<file path="config.mk">
export PLATFORM = sky130hd
export DESIGN_NAME = nn_layer_engine
export DESIGN_NICKNAME = d
export VERILOG_FILES = /design/src/rtl/nn_layer_engine.sv
export SDC_FILE = /design/constraint.sdc
export NUM_CORES = 1
export LEC_CHECK = 0
export ABC_AREA = 1
export ABC_CLOCK_PERIOD_IN_PS = 11000
export CAP_MARGIN = 10
export CORE_AREA = 2 2 233 235
export CTS_CLUSTER_SIZE = 40
export DETAILED_ROUTE_END_ITERATION = 16
export DIE_AREA = 0 0 235 237
export PLACE_DENSITY = 0.71
export SYNTH_ARGS = -nofsm -noshare
export SYNTH_HDL_FRONTEND = slang
export SYNTH_SLANG_ARGS = --single-unit
</file>
<file path="constraint.sdc">
create_clock -name clk -period 11 [get_ports clk]
set_input_delay 2.2 -clock clk [delete_from_list [all_inputs] [get_ports clk]]
set_output_delay 2.2 -clock clk [all_outputs]
set_load 0.01 [all_outputs]
</file>
<file path="src/rtl/nn_layer_engine.sv">
// nn_layer_engine: fully-connected NN layer over an Avalon-MM master; define NN_RELU_EN to write negative results as 0
module nn_layer_engine #(
    parameter int DATA_W = 16,
    parameter int ADDR_W = 32,
    parameter int ACC_W = 40,
    parameter int N_IN = 784,
    parameter int N_NODE = 200,
    parameter logic [ADDR_W-1:0] BASE_W = 'h00F1C492,
    parameter logic [ADDR_W-1:0] BASE_X = 'h00028292,
    parameter logic [ADDR_W-1:0] BASE_Y = 'h000132A2,
    parameter int START_DLY = 100000
) (
    input  logic                clk,
    input  logic                reset_n,
    input  logic                ready,
    input  logic                mode,
    input  logic                waitrequest,
    input  logic                readdatavalid,
    input  logic [DATA_W-1:0]   readdata,
    output logic                read_n,
    output logic                write_n,
    output logic                chipselect,
    output logic [DATA_W/8-1:0] byteenable,
    output logic [ADDR_W-1:0]   address,
    output logic [DATA_W-1:0]   writedata,
    output logic                done,
    output logic                busy,
    output logic [3:0]          state_dbg
);
    typedef enum logic [3:0] {IDLE, DELAY, ARM, RD_W, WT_W, RD_X, WT_X, MAC, WR, NEXT, DONE} state_t;
    localparam int DW = $clog2(START_DLY + 1);
    localparam int IW = $clog2(N_IN + 1);
    localparam int NW = $clog2(N_NODE + 1);
    localparam logic [ADDR_W-1:0] STEP = ADDR_W'(DATA_W / 8);
    state_t state_q, state_d;
    logic [DW-1:0] dly_q, dly_d;
    logic [IW-1:0] in_cnt_q, in_cnt_d;
    logic [NW-1:0] node_cnt_q, node_cnt_d;
    logic [ADDR_W-1:0] w_ptr_q, w_ptr_d, x_ptr_q, x_ptr_d, y_ptr_q, y_ptr_d;
    logic signed [DATA_W-1:0] w_q, w_d, x_q, x_d;
    logic signed [2*DATA_W-1:0] prod;
    logic [ACC_W-1:0] acc_q, acc_d, acc_sum;
    logic [DATA_W-1:0] wdata_q, wdata_d, sat, res;
    logic mode_q, mode_d, fits;
    assign prod = w_q * x_q;
    assign acc_sum = mode_q ? acc_q + {{(ACC_W-2*DATA_W){prod[2*DATA_W-1]}}, prod}
                   : (x_q != '0) ? acc_q + {{(ACC_W-DATA_W){w_q[DATA_W-1]}}, w_q} : acc_q;
    assign fits = &acc_sum[ACC_W-1:DATA_W-1] | ~|acc_sum[ACC_W-1:DATA_W-1];
    assign sat = fits ? acc_sum[DATA_W-1:0] : {acc_sum[ACC_W-1], {(DATA_W-1){~acc_sum[ACC_W-1]}}};
`ifdef NN_RELU_EN
    assign res = acc_sum[ACC_W-1] ? '0 : sat;
`else
    assign res = sat;
`endif
    always_comb begin
        state_d = state_q;
        dly_d = dly_q;
        in_cnt_d = in_cnt_q;
        node_cnt_d = node_cnt_q;
        w_ptr_d = w_ptr_q;
        x_ptr_d = x_ptr_q;
        y_ptr_d = y_ptr_q;
        w_d = w_q;
        x_d = x_q;
        acc_d = acc_q;
        wdata_d = wdata_q;
        mode_d = mode_q;
        case (state_q)
            IDLE: begin
                state_d = DELAY;
                dly_d = '0;
            end
            DELAY: begin
                state_d = (dly_q == DW'(START_DLY - 1)) ? ARM : DELAY;
                dly_d = (dly_q == DW'(START_DLY - 1)) ? '0 : dly_q + 1'b1;
            end
            ARM: begin
                state_d = ready ? RD_W : DELAY;
                mode_d = ready ? mode : mode_q;
            end
            RD_W: state_d = waitrequest ? RD_W : WT_W;
            WT_W: if (readdatavalid) begin
                w_d = $signed(readdata);
                w_ptr_d = w_ptr_q + STEP;
                state_d = RD_X;
            end
            RD_X: state_d = waitrequest ? RD_X : WT_X;
            WT_X: if (readdatavalid) begin
                x_d = $signed(readdata);
                x_ptr_d = x_ptr_q + STEP;
                state_d = MAC;
            end
            MAC: begin
                acc_d = acc_sum;
                wdata_d = res;
                in_cnt_d = in_cnt_q + 1'b1;
                state_d = (in_cnt_q == IW'(N_IN - 1)) ? WR : RD_W;
            end
            WR: if (!waitrequest) begin
                y_ptr_d = y_ptr_q + STEP;
                node_cnt_d = node_cnt_q + 1'b1;
                in_cnt_d = '0;
                state_d = NEXT;
            end
            NEXT: begin
                acc_d = '0;
                x_ptr_d = BASE_X;
                state_d = (node_cnt_q < NW'(N_NODE)) ? RD_W : DONE;
            end
            DONE: if (!ready) begin
                state_d = IDLE;
                in_cnt_d = '0;
                node_cnt_d = '0;
                w_ptr_d = BASE_W;
                x_ptr_d = BASE_X;
                y_ptr_d = BASE_Y;
                acc_d = '0;
            end
            default: state_d = IDLE;
        endcase
    end
    always_ff @(posedge clk or negedge reset_n) begin
        if (!reset_n) begin
            state_q <= IDLE;
            dly_q <= '0;
            in_cnt_q <= '0;
            node_cnt_q <= '0;
            w_ptr_q <= BASE_W;
            x_ptr_q <= BASE_X;
            y_ptr_q <= BASE_Y;
            w_q <= '0;
            x_q <= '0;
            acc_q <= '0;
            wdata_q <= '0;
            mode_q <= 1'b0;
        end else begin
            state_q <= state_d;
            dly_q <= dly_d;
            in_cnt_q <= in_cnt_d;
            node_cnt_q <= node_cnt_d;
            w_ptr_q <= w_ptr_d;
            x_ptr_q <= x_ptr_d;
            y_ptr_q <= y_ptr_d;
            w_q <= w_d;
            x_q <= x_d;
            acc_q <= acc_d;
            wdata_q <= wdata_d;
            mode_q <= mode_d;
        end
    end
    assign read_n = !(state_q == RD_W || state_q == RD_X);
    assign write_n = state_q != WR;
    assign chipselect = 1'b1;
    assign byteenable = '1;
    assign address = (state_q == RD_W) ? w_ptr_q : (state_q == RD_X) ? x_ptr_q : y_ptr_q;
    assign writedata = wdata_q;
    assign done = state_q == DONE;
    assign busy = !(state_q == IDLE || state_q == DONE);
    assign state_dbg = state_q;
endmodule

</file>
---- Word level (Yosys, flattened, before mapping) ----
Index checks and enable logic that the tools add are counted.
storage, ports and cells
  register bits ........................... 224
  bits of input ports ..................... 22
  output and inout bits ................... 59
  logic and storage cells ................. 100
operators by class
  add/subtract/negate cells ............... 8
  multipliers ............................. 1
  order comparisons ....................... 1
  equal/unequal tests ..................... 17
  mux-type cells .......................... 35
  bitwise gates (word level) .............. 2
  reductions and logical operators ........ 24
operators with widths
  kind                                                 number
  two-way mux 32 bit                                   8
  case mux 32 bit (2 select lines)                     2
  two-way mux 40 bit                                   3
  case mux 40 bit (3 select lines)                     1
  adder 32 x 2 -> 32 bit, second input constant        3
  case mux 32 bit (3 select lines)                     1
  adder 40 bit                                         2
  case mux 4 bit (11 select lines)                     1
  case mux 17 bit (2 select lines)                     1
  multiplier 16 x 16 -> 32 bit                         1
  case mux 10 bit (3 select lines)                     1
  AND reduction 25 bit                                 1
  OR reduction 25 bit                                  1
  two-way mux 4 bit                                    6
  two-way mux 10 bit                                   2
  adder 17 x 1 -> 17 bit, second input constant        1
  equality test 17 bit, second input constant          1
  two-way mux 17 bit                                   1
  equality test 4 x 3 -> 1 bit, second input constant  4
  two-way mux 16 bit                                   1
  two-way mux 8 bit                                    2
  case mux 8 bit (2 select lines)                      1
  nonzero test 16 bit                                  1
  equality test 4 bit, second input constant           3
  other kinds (20)                                     39

---- Logic depth before layout (Yosys ltp) ----
  word-level depth ........................ 7
  depth in mapped cells ................... 52
  mapped depth without buffers ............ 49

---- Worst setup path before layout ----
OpenSTA, ideal clock, no wires.
  path kind ............................... reg-to-reg
  from .................................... register w_q[15]
  to ...................................... register wdata_q[10], in the netlist writedata[10]
  library setup time ...................... 121 ps
  data arrival time ....................... 8130 ps
  required time ........................... 10879 ps
  setup slack ............................. 2749 ps
  stages on the path, launching flop included .. 37
  path buffers ............................ 3
  clock period less this slack ............ 8251 ps
  path through ............................ dfrtp_1 > clkbuf_1 > buf_1 > nand2_1 > fa_1 > inv_1 > fa_1 > fa_1 > fa_1 > fa_1 > inv_1 > fa_1 > inv_1 > ha_1 > a21oi_1 > a21boi_0 > o31ai_1 > a21oi_1 > o21bai_1 > xor2_1 > ha_1 > a21oi_1 > nand2_1 > o21bai_1 > nor2_1 > nand2_1 > nand2_1 > nand3_1 > nand2_1 > nand2_1 > nor2_1 > nand2_1 > nor2_1 > nand4_1 > nand2_1 > buf_4 > a21oi_2
between the ends
  word-level cells in the longest chain between the ends .. 7
  elaborated cells on any way between the ends .. 11
  those cells by class .................... add/sub (2); mul (1); mux (3); bitwise (2); reduce/logical (3)
ends and longest elaborated chain
  what                                                                 RTL line  source
  start, declared                                                      40        logic signed [DATA_W-1:0] w_q, w_d, x_q, x_d;
  start signal, assigned                                               144       w_q <= w_d;
  multiplier 16 x 16 -> 32 bit / adder 40 bit (equally long branches)  45, 47
  adder 40 bit / two-way mux 40 bit (equally long branches)            46, 47
  two-way mux 40 bit (*)                                               46        assign acc_sum = mode_q ? acc_q + {{(ACC_W-2*DATA_W){prod[2*DATA_W-1]}}, prod}
  OR reduction 25 bit                                                  48        assign fits = &acc_sum[ACC_W-1:DATA_W-1] | ~|acc_sum[ACC_W-1:DATA_W-1];
  logical NOT 1 bit                                                    48
  OR 1 bit                                                             48
  two-way mux 16 bit (*)                                               49        assign sat = fits ? acc_sum[DATA_W-1:0] : {acc_sum[ACC_W-1], {(DATA_W-1){~acc_sum[ACC_W-1]}}};
  end signal, assigned                                                 147       wdata_q <= wdata_d;
  end, declared                                                        43        logic [DATA_W-1:0] wdata_q, wdata_d, sat, res;
Every way passes the cells marked *; elsewhere a longest branch is shown, timed or not.
A chain may end at the register's enable or synchronous reset.

---- Worst setup path after layout ----
  from .................................... register w_q[15]
  to ...................................... register wdata_q[2], in the netlist writedata[2]
Same word-level chain as after synthesis.

==> results <==
- The post-synthesis instance area is about 0.029 mm².
- The count of synthesis-stage warnings from yosys is 0.
- The final global-route overflow total is 0.
- Setup violations remaining at the end of the flow were counted as 0.
- Entering global routing, the biggest net connects 106 pins.
- The total placed instance area is roughly 0.030 mm².
- Once the floorplan was initialized, standard cells occupied ~54% of the core.
- Cells with a size suffix above 1 make up 4.33% of the layout.
- The number of standard cells after synthesis is around 4.3k.
- The final-layout setup total negative slack is 0 ns.
- Summing over every cut layer, the via total after detailed routing is 26.6k.
- Across the run, the number of max-cap violations was 0.
- The repair_antennas step left the layout with diodes totalling 0.
- Counting the buffers created by CTS gives 28.
- The setup path with the least slack is of type register to register.
- Broken down by cell family, the worst path's largest delay share belongs to adder cells.
- The count of buffers added by post-CTS timing repair for setup is 0.
- Row generation in the floorplan step produced 85 rows.
- The largest fanout on the critical path is 32.
- The capturing element type of the critical path is a register.
- Clock tree synthesis selected as its root buffer the cell clkbuf_16.
- The core region is 0.0533 mm².
- The number of buffer and inverter instances along the worst setup path is 6.
- The critical path's most frequent cell is nand2_1.
- Across the whole layout, storage elements account for 0.00556 mm².
- The total half-perimeter wirelength after legalization and detailed placement is 66000 µm.
- In this run, synthesis produced a sequential element count of approximately 220.
- The synthesis-to-finish area growth is 7.32%.
- The vias per cell is 5.28.
- The achievable clock frequency is 101 MHz.
- The number of gates resized after cts is 0.
- The run finished with clean final reports.
- The number of buffer cells added on primary ports is 76.
- The insertion delay of the later-clocked pin in the worst-skew pair is approximately 0.6 ns.
- The die is between 200 and 250 µm tall.
- Setup repair after global routing left no endpoint under its margin.
- The layout has 5188 filler cells.
- The routed wirelength normalized by instance count is 16.4 µm.
- The number of nets in the layout is 4777.
- The deepest level of the CTS H-tree is 1.
- The detailed-routing iteration count for the pre-antenna-repair pass is 7.
- In this run, distinct cell masters in the synthesized netlist total 61.
- Measured along the x axis, the die boundary spans 235 µm.
- The hold-fix buffer count after cts is 0.
- Data arrives at the worst endpoint at 10.33 ns.
- The first global-routing pass estimated 137000 µm of wire.
- The final weighted congestion of routability-driven global placement is ~0.99.
- The headroom to the max-slew limit is 33.3%.
- In this design, the stage delay of the slowest critical-path cell is 0.86 ns.
- The required time reported for the critical path endpoint is 11.41 ns.
- Counting flops with a built-in enable in the synthesized netlist gives 0.
- For this design, the sink count on the clock tree is 221.
- The die covers 0.0557 mm².
- The worst hold path belongs to the class register to register.
- The slew at the pin closest to its max-slew limit is 0.998 ns.
- The post-route standard cell area excluding fillers is 0.0311 mm².
- The average cell area after synthesis is 6.71 µm².
- In the global route stage, overall resource usage came out at 30.4%.
- The sum of routed wire length over all layers is 82500 µm.
- Sequential cells were found to cover 19.2% of the synthesized design area.
- The total I/O pin count is 81.
- The worst-path cell with the longest stage delay is fa_1.
- The share of synthesized flip-flops with an asynchronous set or reset is 100%.
- After clock tree synthesis, the clock-pin slew on the worst setup and hold paths is 0.07 ns.
- The DRC violation total after the first TritonRoute iteration is 2142.
- TritonCTS built the clock tree.
- The clock passes through at most 3 buffers.
- The kind of start point of the critical path is a register.
- The worst-case clock skew is 0.0450 ns.
- The share of the clock period used by the worst path after layout is 90.2%.
- The antenna violation net count after detailed routing is 0.
- For this run, design rule violations remaining after detail routing come to 0.
- The multi-input combinational cells in the finished layout cover a total of 0.0190 mm².
- The initial antenna violation count is 0.
- The total count of max-transition violations in the final report is 0.
- The post-route minimum period is roughly 10 ns.
- The final count of hold timing violations is 0.
- The number of global-route vias before repair is roughly 26k.
- For this run, the leading register cell type out of synthesis is dfrtp_1.
==> final timing paths <==
check                                             from                       end  slack, ns  cells past startpoint
worst max-delay path               w_q[15]$_DFFE_PN0P_  writedata[2]$_DFFE_PN0P_       1.08                     35
worst min-delay path            x_ptr_q[5]$_DFFE_PN0P_    x_ptr_q[6]$_DFFE_PN0P_       0.48                      1
worst max register to register     w_q[15]$_DFFE_PN0P_  writedata[2]$_DFFE_PN0P_       1.08                     35
worst min register to register  x_ptr_q[5]$_DFFE_PN0P_    x_ptr_q[6]$_DFFE_PN0P_       0.48                      1
max in group asynchronous                      reset_n       w_q[14]$_DFFE_PN0P_       7.97                      2
min in group asynchronous                      reset_n   w_ptr_q[28]$_DFFE_PN0P_       1.65                      1
==> placed cells by master, fill, tap and decap left out, types with 4 or more instances in the layout <==
cell type / count
ha_1: 167
nand4_1: 39
dfrtp_1: 197
xnor2_1: 26
a21oi_2: 11
o211ai_1: 31
a21oi_1: 200
o21a_1: 10
clkbuf_16: 28
nand3_2: 8
nor4_1: 12
and2_1: 9
and3_1: 5
nor3_1: 62
nor2_1: 291
or2_2: 9
dfstp_2: 24
nor2_2: 15
nand2_1: 1194
nand2_2: 24
clkbuf_1: 12
inv_2: 16
xor2_1: 37
fa_1: 264
a31oi_1: 13
nand3_1: 169
clkbuf_8: 4
a21o_1: 4
o22ai_1: 32
conb_1: 4
o21ai_0: 186
nand3b_1: 10
o21bai_1: 7
buf_4: 15
nor3_2: 6
nor2_4: 6
inv_1: 1035
o21ai_1: 36
a21boi_0: 6
clkdlybuf4s50_1: 75
==> metal layers <==
layer  global-route usage (%)  vias up  share of wire [%]
li1                         -    13100                  -
met1                     40.4    12400                 43
met2                     50.3      918                 46
met3                     4.15      185                7.0
met4                     12.4        0                4.6
met5                        0        -                  0
==> cells in the mapped netlist (4+ instances only) <==
master    number  area [µm²]
a21o_1         4        30.0
nor3_2         6        60.1
nand2_1     1194        4480
and2_1         9        56.3
fa_1         264        5290
nor3_1        62         310
o211ai_1      31         233
buf_1          8        30.0
o21ai_1       36         180
nor4_1        12        75.1
nand4_1       39         244
o21ai_0      186         931
nor2_1       293        1100
a21oi_2       11        96.3
a21boi_0       6        45.0
inv_2         16        60.1
buf_6          5        56.3
clkbuf_1      98         368
a21oi_1      200        1000
buf_4          5        37.5
o21bai_1       7        52.6
and3_1         5        31.3
nand3b_1      10        75.1
nor2_4         4        45.0
dfrtp_1      197        4930
inv_1       1036        3890
o21a_1        10        75.1
or2_2          9        56.3
xnor2_1       26         228
dfstp_2       24         631
ha_1         167        2090
nand3_2        8        80.1
buf_2          6        30.0
nand2_2       24         150
nand3_1      169         846
a31oi_1       13        81.3
xor2_1        37         324
nor2_2        15        93.8
o22ai_1       32         200
==> cells by family (layout without fill, tap and decap cells) <==
| group | Yosys count | in the layout | share of synthesized area, % |
|---|---|---|---|
| AO/OA/AOI/OAI | 557 | 557 | 10.7 |
| other | 2 | 4 | 0.0259 |
| XOR/XNOR | 63 | 63 | 1.90 |
| multiplexers | 2 | 2 | 0.0690 |
| adder cells (fa/ha/maj) | 431 | 431 | 25.4 |
| flip-flops | 221 | 221 | 19.2 |
| AND/OR/NAND/NOR | 1873 | 1873 | 27.2 |
| buffers and inverters | 1175 | 1194 | 15.5 |
==> through the flow <==
step	hold WS [ns]	worst slack, ns	utilization, %	cells
final	0.482	1.08	58.4	5041
after global routing	0.516	0.485	58.4	5041
after CTS	0.485	1.25	58.4	5041
after detailed placement	0.478	1.33	56.7	4990
after global placement	0.461	1.34	56.7	4990
after floorplan	0.446	2.75	-	4326
==> final cells by class <==
cell class,instances,share of cell area (%)
timing repair buffer,91,2.82
inverter,1052,12.7
clock buffer,44,2.57
multi-input combinational,2930,61.0
sequential,221,17.9
tap,696,2.80
clock inverter,7,0.297
==> state kept, by name (all words and copies together) (netlist names) <==
signal / count
acc_q: 40
w_ptr_q: 31
x_ptr_q: 31
y_ptr_q: 31
dly_q: 17
w_q: 16
writedata: 16
x_q: 16
in_cnt_q: 10
node_cnt_q: 8
state_dbg: 4
mode_q: 1
Power is left out: the tool's default activity adds up to more than one toggle a clock period on the data nets, which glitch-free logic cannot reach.
